==> config.mk <==
export PLATFORM = sky130hd
export DESIGN_NAME = stream_rr_merge
export DESIGN_NICKNAME = d
export VERILOG_FILES = /design/src/rtl/stream_rr_merge.sv
export SDC_FILE = /design/constraint.sdc
export NUM_CORES = 1
export LEC_CHECK = 0
export ABC_AREA = 1
export CORE_UTILIZATION = 40
export DETAILED_ROUTE_END_ITERATION = 8
export GPL_TIMING_DRIVEN = 0
export PLACE_DENSITY_LB_ADDON = 0.05
export SLEW_MARGIN = 10
export SYNTH_ARGS = -nofsm -noshare
export SYNTH_HDL_FRONTEND = slang
export SYNTH_SLANG_ARGS = --single-unit
==> constraint.sdc <==
create_clock -name clk -period 6.3 [get_ports clk]
set_input_delay 1.26 -clock clk [delete_from_list [all_inputs] [get_ports clk]]
set_output_delay 1.26 -clock clk [all_outputs]
set_load 0.005 [all_outputs]
==> src/rtl/stream_rr_merge.sv <==
// stream_rr_merge: packet-aware round-robin 2:1 AXI-stream merge with a registered output tagged by source.
module stream_rr_merge #(
    parameter int DATA_WD = 32
) (
    input  logic               clk,
    input  logic               rstn,
    input  logic [DATA_WD-1:0] b_data,
    input  logic               b_valid,
    input  logic               b_last,
    output logic               b_ready,
    input  logic [DATA_WD-1:0] c_data,
    input  logic               c_valid,
    input  logic               c_last,
    output logic               c_ready,
    output logic [DATA_WD-1:0] d_data,
    output logic               d_valid,
    output logic               d_last,
    output logic               d_src,
    input  logic               d_ready
);
    typedef enum logic {UNLOCKED, LOCKED} state_t;
    state_t state, state_n;
    logic lock_src, lock_src_n, prio;
    logic load, gnt_b, gnt_c, b_fire, c_fire, fire, in_last;
    assign load    = !d_valid | d_ready;
    assign gnt_b   = (state == LOCKED) ? !lock_src : b_valid & (!c_valid | !prio);
    assign gnt_c   = (state == LOCKED) ? lock_src : c_valid & (!b_valid | prio);
    // readies are held low while reset is asserted so nothing is taken upstream
    assign b_ready = load & gnt_b & !rstn;
    assign c_ready = load & gnt_c & !rstn;
    assign b_fire  = b_valid & b_ready;
    assign c_fire  = c_valid & c_ready;
    assign fire    = b_fire | c_fire;
    assign in_last = c_fire ? c_last : b_last;
    always_comb begin
        state_n    = state;
        lock_src_n = lock_src;
        if (fire && state == UNLOCKED && !in_last) begin
            state_n    = LOCKED;
            lock_src_n = c_fire;
        end else if (fire && state == LOCKED && in_last) begin
            state_n    = UNLOCKED;
        end
    end
    always_ff @(posedge clk or posedge rstn) begin
        if (rstn) begin
            state    <= UNLOCKED;
            lock_src <= 1'b0;
            prio     <= 1'b0;
        end else begin
            state    <= state_n;
            lock_src <= lock_src_n;
            if (fire && in_last)
                prio <= !c_fire;
        end
    end
    always_ff @(posedge clk or posedge rstn) begin
        if (rstn) begin
            d_valid <= 1'b0;
            d_data  <= '0;
            d_last  <= 1'b0;
            d_src   <= 1'b0;
        end else if (fire) begin
            d_valid <= 1'b1;
            d_data  <= c_fire ? c_data : b_data;
            d_last  <= in_last;
            d_src   <= c_fire;
        end else if (load) begin
            d_valid <= 1'b0;
        end
    end
endmodule

==> impl_metrics.json <==
{
  "status": "completed",
  "crit_type": "input pin to output port",
  "setup_violations": 0,
  "cts_tree": "yes",
  "min_path_cells": 2,
  "synth_cell_types": 21,
  "clk_pin_slew_ns": 0.07,
  "leakagePower_nw": 1.288,
  "die_h_um": 69.07,
  "syn_inst": 220,
  "r2r-start": "state",
  "finalClockSkew_ns": 0.003857,
  "drt_iter0_markers": 140,
  "relSlewSlack_pct": 72.86,
  "ys_seq_area_share_pct": 52.85,
  "fin_crit_sh_pct": 68.88,
  "drive_above_1_share_pct": 5.672,
  "final_cell_mix": "clkdlybuf4s50_1 (107), nand2_1 (49), dfrtp_1 (38)",
  "viasPerCell": 4.873,
  "hold_start": "lock_src",
  "timing.final.hold_violations": 0,
  "yosys_register_bits": 38,
  "clkSinkCount": 38,
  "yosysTopAreaCellShare_pct": 52.85,
  "track_usage_pct": 22.12,
  "synth_area_um2": 1799,
  "crit_chain": "clkdlybuf4s50_1, inv_2, buf_16, nand2_1, nor2_1, and2_1, clkdlybuf4s50_1",
  "placementRows": 24,
  "yosys-top-cells-area": "dfrtp_1 (53%), nand2_1 (10%), o21ai_0 (9.2%), a21oi_1 (7.2%), nor2_1 (7.1%)",
  "drt-pass1-iter-count": 7,
  "start_util_pct": 41.61,
  "hold_buffers": 0,
  "syn_area_per_cell_um2": 8.178,
  "design.die.area_um2": 4770,
  "syn_to_final_growth_pct": 68.91,
  "ys_warn_count": 0,
  "cp.required_ns": 5.04,
  "worst_pin_slew_ns": 0.4064,
  "reg2reg_depth": 8,
  "crit_top_cell": "clkdlybuf4s50_1",
  "place_hpwl_mm": 3.623,
  "worst_ep_arrival_time_ns": 3.08,
  "overflow": 0,
  "antenna_cells": 0,
  "cts_made_buffers": 5,
  "r2r_slack_ns": 4.62,
  "grt_pass1_wl_mm": 8.452,
  "io_buffers": 107,
  "routed_wirelength_mm": 4.930,
  "tns_ns": 0,
  "route.detailed.drc": 0,
  "end_kind": "output port",
  "core_region_area_um2": 4324,
  "grt_antenna_before_repair": 0,
  "gp_congestion": 0.7513,
  "rsz0062_at_grt": "no",
  "cpPeakStageDelay_ns": 0.49,
  "post_cts_buffers": 0,
  "period_minus_slack_ns": 4.339,
  "peakVddDrop_v": 0.0002001,
  "clockBufferDepth": 2,
  "r2r-end": "d_data[17]",
  "maxSlewViolCount": 0,
  "critPathLaunchType": "input pin",
  "place_ws_ns": 1.905,
  "ioPinCount": 108,
  "cp.buffers_inverters": 4,
  "hold_path.class": "flip-flop to flip-flop",
  "holdPathEnd": "lock_src",
  "crit_path_max_fanout": 23,
  "grt_pass1_vias": 1902,
  "crit_family": "buffers and inverters",
  "max_freq_mhz": 230.5,
  "critPathSlowestCell": "clkdlybuf4s50_1",
  "synth_largest_area_cell": "dfrtp_1",
  "clk_latency_ns": 0.29,
  "detail_route.wl_per_cell_um": 12.74,
  "fin_nets": 406,
  "cts_root_buffer": "clkbuf_8",
  "n_fill_cell": 382,
  "final.setup.worst_slack_ns": 1.961,
  "chipWidth_um": 69.07,
  "layout.cells.most_common": "clkdlybuf4s50_1",
  "power_w": 0.001073,
  "num_vias": 1886,
  "grt_max_degree": 24,
  "drv_cap": 0,
  "syn_nets": 291,
  "powerDensity_nw_per_um2": 352.9,
  "ant_nets": 0,
  "cts_resized": 0,
  "htreeDepth": 2
}
-- worst max-delay path by stage --
stage | to | start | slack [ns] | cells after the start
global placement | b_ready | rstn | 1.19 | 6
CTS | b_ready | rstn | 1.91 | 7
finish | b_ready | rstn | 1.96 | 7
global route | b_ready | rstn | 1.79 | 7
floorplan | b_ready | rstn | 2.50 | 4
detailed placement | b_ready | rstn | 1.91 | 7
-- cells by family (layout without fill, tap and decap cells) --
logic type / count (synthesis) / after routing / share of synthesized area, %
buffers and inverters: 23 / 138 / 6.953
flip-flops: 38 / 38 / 52.85
AO/OA/AOI/OAI: 66 / 66 / 18.50
AND/OR/NAND/NOR: 93 / 93 / 21.70
-- state kept, by name, summed over array words and instances, names as in the netlist --
register,cells
d_data,32
d_last,1
d_src,1
d_valid,1
lock_src,1
prio,1
state,1
-- worst register-to-register path: cells and delay by family, from the launching register on --
| kind | cells | cell delay (ns) |
|---|---|---|
| buffers and inverters | 2 | 0.25 |
| flip-flops | 1 | 0.41 |
| AND/OR/NAND/NOR | 5 | 0.80 |
| AO/OA/AOI/OAI | 1 | 0.14 |
-- stage by stage --
step / std cells / hold slack [ns] / area, µm² / utilization, %
3_5_place_dp: 380 / 0.4592 / 2963 / 68.52
6_report: 387 / 0.4751 / 3039 / 70.28
5_1_grt: 387 / 0.5096 / 3039 / 70.28
2_1_floorplan: 220 / 0.4416 / 1799 / -
4_1_cts: 387 / 0.4774 / 3039 / 70.28
3_3_place_gp: 379 / 0.4602 / 2935 / 67.88
-- cell usage after synthesis, drive strengths merged --
| cell | number |
|---|---|
| dfrtp | 38 |
| clkbuf | 4 |
| o21ai | 39 |
| clkinv | 1 |
| buf | 7 |
| inv | 11 |
| a21oi | 26 |
| and2 | 1 |
| nand4 | 2 |
| o21a | 1 |
| nand3 | 5 |
| nand2 | 51 |
| nor2 | 34 |
-- metal layers --
metal / vias up / GRT usage, % / wire length (µm)
li1: 946 / - / -
met1: 854 / 28.23 / 2146
met2: 79 / 36.57 / 2364
met3: 7 / 5.263 / 358
met4: 0 / 7.937 / 60
met5: - / 0 / 0
-- layout make-up --
cell class	count	area (µm²)	share of cell area [%]
repair buffers	108	1099	36.15
flip-flops and latches	38	950.9	31.29
multi-input cells	159	723.2	23.80
plain buffers	11	78.83	2.594
clock buffers	7	76.32	2.511
well taps	52	65.06	2.141
inverters	12	46.29	1.523
-- where the power goes --
| part | switching [W] | total, W | internal (W) |
|---|---|---|---|
| registers | 0.0000603 | 0.000421 | 0.000360 |
| logic | 0.000192 | 0.000497 | 0.000304 |
| clock network | 0.0000793 | 0.000155 | 0.0000762 |
Power figures use the tool's default switching activity.
